==> src/rtl/addsub_pkg.sv <==
// Shared definitions for the digit-serial adder/subtractor.
package addsub_pkg;

  localparam logic OP_ADD = 1'b0;
  localparam logic OP_SUB = 1'b1;

  typedef enum logic [1:0] {
    IDLE = 2'd0,
    RUN  = 2'd1,
    DONE = 2'd2
  } state_t;

  // Ceiling log2, used to size the digit counter.
  function automatic int unsigned clog2(input int unsigned v);
    int unsigned r;
    int unsigned x;
    r = 0;
    x = (v > 0) ? v - 1 : 0;
    while (x > 0) begin
      r = r + 1;
      x = x >> 1;
    end
    return r;
  endfunction

endpackage

==> src/rtl/addsub_digit.sv <==
// Combinational DIGIT-wide add/sub slice: ripple of per-bit cells, b inverted for subtract.
module addsub_digit
  import addsub_pkg::*;
#(
  parameter int unsigned DIGIT = 1
) (
  input  logic [DIGIT-1:0] a,
  input  logic [DIGIT-1:0] b,
  input  logic             op,
  input  logic             ci,
  output logic [DIGIT-1:0] s,
  output logic             co,
  output logic             c_msb_in
);

  // Ripple the carry through each bit; c_msb_in ends up as the carry into the top bit.
  always_comb begin
    logic c;
    logic bx;
    s        = '0;
    c_msb_in = 1'b0;
    c        = ci;
    bx       = 1'b0;
    for (int i = 0; i < int'(DIGIT); i++) begin
      bx       = b[i] ^ (op == OP_SUB);
      s[i]     = a[i] ^ bx ^ c;
      c_msb_in = c;
      c        = (a[i] & bx) | (a[i] & c) | (bx & c);
    end
    co = c;
  end

endmodule

==> src/rtl/addsub_serial.sv <==
// Digit-serial two's-complement adder/subtractor, LSB first, DIGIT bits per cycle.
// Optional feature: define ADDSUB_SAT_EN to clamp overflowing results to signed max/min.
module addsub_serial
  import addsub_pkg::*;
#(
  parameter int unsigned WIDTH = 8,
  parameter int unsigned DIGIT = 1
) (
  input  logic             clk,
  input  logic             rst,
  input  logic             start,
  input  logic             op,
  input  logic [WIDTH-1:0] a,
  input  logic [WIDTH-1:0] b,
  output logic             busy,
  output logic             done,
  output logic [WIDTH-1:0] result,
  output logic             co,
  output logic             ov,
  output logic             zf,
  output logic             nf
);

  localparam int unsigned N     = WIDTH / DIGIT;
  localparam int unsigned CNT_W = (clog2(N) < 1) ? 1 : clog2(N);

  // Operand width must split into whole digits.
  generate
    if (WIDTH % DIGIT != 0) begin : g_bad_cfg
      $fatal(1, "addsub_serial: WIDTH must be a multiple of DIGIT");
    end
  endgenerate

  state_t             state_q, state_d;
  logic [CNT_W-1:0]   cnt_q;
  logic [WIDTH-1:0]   a_sh, b_sh;
  logic               op_q;
  logic               carry_q;
  logic               accept;
  logic               last;
  logic [DIGIT-1:0]   slice_s;
  logic               slice_co;
  logic               slice_cm;
  logic [WIDTH-1:0]   res_next;
  logic [WIDTH-1:0]   res_final;
  logic               ov_c;
`ifdef ADDSUB_SAT_EN
  logic               a_sign_q;
`endif

  addsub_digit #(.DIGIT(DIGIT)) u_digit (
    .a        (a_sh[DIGIT-1:0]),
    .b        (b_sh[DIGIT-1:0]),
    .op       (op_q),
    .ci       (carry_q),
    .s        (slice_s),
    .co       (slice_co),
    .c_msb_in (slice_cm)
  );

  // New digit enters the result register from the MSB side.
  generate
    if (DIGIT == WIDTH) begin : g_one_digit
      assign res_next = slice_s;
    end else begin : g_multi_digit
      assign res_next = {slice_s, result[WIDTH-1:DIGIT]};
    end
  endgenerate

  assign ov_c = slice_co ^ slice_cm;

  // Final value written on the last digit, clamped on overflow when saturation is built.
  always_comb begin
    res_final = res_next;
`ifdef ADDSUB_SAT_EN
    if (ov_c) begin
      res_final = a_sign_q ? {1'b1, {(WIDTH-1){1'b0}}} : {1'b0, {(WIDTH-1){1'b1}}};
    end
`endif
  end

  // Next-state logic and accept/last decode.
  always_comb begin
    state_d = state_q;
    accept  = 1'b0;
    last    = 1'b0;
    case (state_q)
      IDLE: begin
        if (start) begin
          state_d = RUN;
          accept  = 1'b1;
        end
      end
      RUN: begin
        if (cnt_q == CNT_W'(N - 1)) begin
          state_d = DONE;
          last    = 1'b1;
        end
      end
      DONE: begin
        if (start) begin
          state_d = RUN;
          accept  = 1'b1;
        end else begin
          state_d = IDLE;
        end
      end
      default: state_d = IDLE;
    endcase
  end

  // State, operand shifters, carry, counter, result and flag registers.
  always_ff @(posedge clk or posedge rst) begin
    if (rst) begin
      state_q  <= IDLE;
      cnt_q    <= '0;
      a_sh     <= '0;
      b_sh     <= '0;
      op_q     <= 1'b0;
      carry_q  <= 1'b0;
      result   <= '0;
      co       <= 1'b0;
      ov       <= 1'b0;
      zf       <= 1'b0;
      nf       <= 1'b0;
`ifdef ADDSUB_SAT_EN
      a_sign_q <= 1'b0;
`endif
    end else begin
      state_q <= state_d;
      if (accept) begin
        a_sh     <= a;
        b_sh     <= b;
        op_q     <= op;
        carry_q  <= op;
        cnt_q    <= '0;
`ifdef ADDSUB_SAT_EN
        a_sign_q <= a[WIDTH-1];
`endif
      end else if (state_q == RUN) begin
        a_sh    <= a_sh >> DIGIT;
        b_sh    <= b_sh >> DIGIT;
        carry_q <= slice_co;
        cnt_q   <= cnt_q + CNT_W'(1);
        if (last) begin
          result <= res_final;
          co     <= slice_co;
          ov     <= ov_c;
          zf     <= (res_final == '0);
          nf     <= res_final[WIDTH-1];
        end else begin
          result <= res_next;
        end
      end
    end
  end

  assign busy = (state_q == RUN);
  assign done = (state_q == DONE);

endmodule

==> config.mk <==
export PLATFORM = sky130hd
export DESIGN_NAME = addsub_serial
export DESIGN_NICKNAME = d
export VERILOG_FILES = /design/src/rtl/addsub_pkg.sv /design/src/rtl/addsub_digit.sv /design/src/rtl/addsub_serial.sv
export SDC_FILE = /design/constraint.sdc
export NUM_CORES = 1
export LEC_CHECK = 0
export CAP_MARGIN = 30
export CELL_PAD_IN_SITES_DETAIL_PLACEMENT = 1
export CELL_PAD_IN_SITES_GLOBAL_PLACEMENT = 1
export CORE_MARGIN = 2
export CORE_UTILIZATION = 41
export CTS_BUF_LIST = sky130_fd_sc_hd__clkbuf_2 sky130_fd_sc_hd__clkbuf_4 sky130_fd_sc_hd__clkbuf_8
export DETAILED_ROUTE_END_ITERATION = 12
export PLACE_DENSITY = 0.92
export SLEW_MARGIN = 20
export SYNTH_ARGS = -nofsm -noshare
export SYNTH_HDL_FRONTEND = slang
export SYNTH_HIERARCHICAL = 1
export SYNTH_SLANG_ARGS = --single-unit
==> constraint.sdc <==
create_clock -name clk -period 1.8 [get_ports clk]
set_clock_uncertainty 0.05 [all_clocks]
set_input_delay 0.36 -clock clk [delete_from_list [all_inputs] [get_ports clk]]
set_output_delay 0.36 -clock clk [all_outputs]
set_load 0.005 [all_outputs]
==> flow_summary.toml <==
[global_routing]
grt_usage = 0.172
grt_max_degree = 36
overflow = 0
grt_pass1_wl_mm = 5.44
antenna_found_initial = 0
grt_pass1_vias = 1150

[floorplan]
dieArea_um2 = 4280
core_region_area_um2 = 3630
start_util = 0.425
ioPinCount = 34
die_w_um = 65.4
dieHeight_um = 65.4
rows = 22

[finish]
stdcell_area_um2 = 2020
final_cell_mix = "35 x dfrtp_1, 32 x clkdlybuf4s50_1, 11 x nand2_1"
drive_gt1_frac = 0.113
multiInputGateArea_um2 = 581
nets = 182
seq_area_um2 = 876
final_common_cell = "dfrtp_1"
fillCellCount = 405
syn_to_final_growth_pct = 30.4
num_antenna_cells = 0

[sta]
rsz0062_at_grt = "no"
drv_slew = 0
tns_ns = 0
fin_crit_ns = 1.72
worst_pin_slew_ns = 0.436
setup_viol = 0
hold_viol = 0
timing.fmax_mhz = 581
slew_headroom = 0.709
fin_crit_sh = 0.956

[yosys]
yosysTopAreaCellShare = 0.567
syn_area_per_cell_um2 = 12.6
yosys.area.top_type = "dfrtp_1"
yosys-top-cells-area = "dfrtp_1 57%, mux2_1 6.6%, mux2i_1 5.8%"
synth_area_um2 = 1550
ys_types = 22
synthCells = 123
ys_seq_area_frac = 0.567
yosys_register_bits = 35
synth_warnings = 6
syn_nets = 146

[worst_setup_path]
crit_fanout = 4
worstSetupStartpoint = "state_q[0]"
worstSetupPathType = "reg2out"
crit_path_start_kind = "flop"
crit_required_ns = 1.39
rr_startpoint = "b_sh[0]"
crit_arrival_ns = 1.31
worst_setup_path_end_kind = "output port"

[pwr]
power_density_nw_per_um2 = 1750
power_w = 0.00353
max-vdd-ir-drop_mv = 0.790
p_leak_nw = 0.958

[job]
maxCapViolations = 0

[cts]
cts.sinks = 35
cts_max_path_buffers = 2
htreeDepth = 2
cts_tree = "built"
clock_latency_ns = 0.29
path_clk_slew_ns = 0.07
cts_made_buffers = 5
cts-root-buf = "clkbuf_8"

[detailed_routing]
wire_per_inst_um = 15.3
vias_per_cell = 5.11
drcViolationCount = 0
firstDrtPassIters = 4
drt_iter0_markers = 25
wirelength_mm = 3.19
vias = 1062
ant_nets = 0

[run_status]
status = "completed"

[place]
hpwl_mm = 2.26
placed_cell_area_um2 = 1920
gp_congestion = 0.671
io_buffers = 33

[worst_hold_path]
hp-class = "in2async"
worst paths after layout:
path / end / slack, ns / depth (start not counted)
max: done / 0.08 / 2
min: result[3] / 0.42 / 3
max reg2reg: zf / 0.15 / 6
min reg2reg: a_sh[4] / 0.43 / 1
max in group asynchronous: a_sh[4] / 0.96 / 3
min in group clk: a_sh[4] / 0.43 / 1
cell type report:
class | instances | share of cell area
flip-flops and latches | 35 | 0.435
multi-input cells | 73 | 0.288
repair buffers | 37 | 0.191
clock buffers | 7 | 0.0416
well taps | 48 | 0.0298
inverters | 7 | 0.0130
clock inverters | 1 | 0.00248
sequential cells by signal, summed over array words and instances (netlist names):
signal,flops
op_q,1
a_sh,8
ov,1
carry_q,1
co,1
zf,1
cnt_q,3
state_q,2
nf,1
result,8
b_sh,8
power breakdown:
part	internal (W)	total (W)	switching, W
registers	0.00115	0.00139	0.000248
logic	0.000884	0.00156	0.000676
clock network	0.000301	0.000575	0.000273
metrics by stage:
step,std cells,util,hold WS [ns],setup slack (ns)
after floorplan,123,-,0.399,0.312
after global placement,199,0.528,0.410,0.0781
after detailed placement,199,0.528,0.417,0.0462
after CTS,207,0.553,0.431,0.0402
after global routing,208,0.555,0.458,0.00211
final,208,0.555,0.421,0.0792
critical path, cell delays in order, from the launching register on:
cell	delay [ns]
dfrtp_1	0.40
nor2b_1	0.12
clkdlybuf4s50_1	0.50
synthesized netlist by cell type:
master and n:
dfrtp_1 35, nand2_1 11, a22o_1 10, mux2_1 9, mux2i_1 9, a21o_1 8, o21ai_1 8, inv_1 7
buf_4 3, buf_6 3, mux2_2 3, buf_2 2, ha_1 2, nor2b_1 2, nor4_1 2, o21ai_0 2
xnor2_1 2, and2b_1 1, fa_1 1, nand3b_1 1, nor2_1 1, nor2_2 1
cell families (layout without fill, tap and decap cells):
logic type,count (synthesis),in the layout,synth area share
AND/OR/NAND/NOR,19,19,0.0591
buffers and inverters,15,52,0.0599
AO/OA/AOI/OAI,28,28,0.128
flip-flops,35,35,0.567
adder cells (fa/ha/maj),3,3,0.0291
XOR/XNOR,2,2,0.0113
multiplexers,21,21,0.146
timing repair:
item,CTS,global route
resized for setup,2,0
setup endpoints to repair,1,1
hold buffers,0,0
setup buffers,0,1
pin swaps,0,0
hold endpoints to repair,0,0
per-layer routing:
metal  wire, um  part of all wire  vias to the layer above  track usage
met3        130             0.041                        6       0.0325
met1       1280              0.40                      532        0.191
li1           -                 -                      496            -
met5          0                 0                        -            0
met4         55             0.017                        0       0.0703
met2       1720              0.54                       28        0.320
Power figures use the tool's default switching activity.
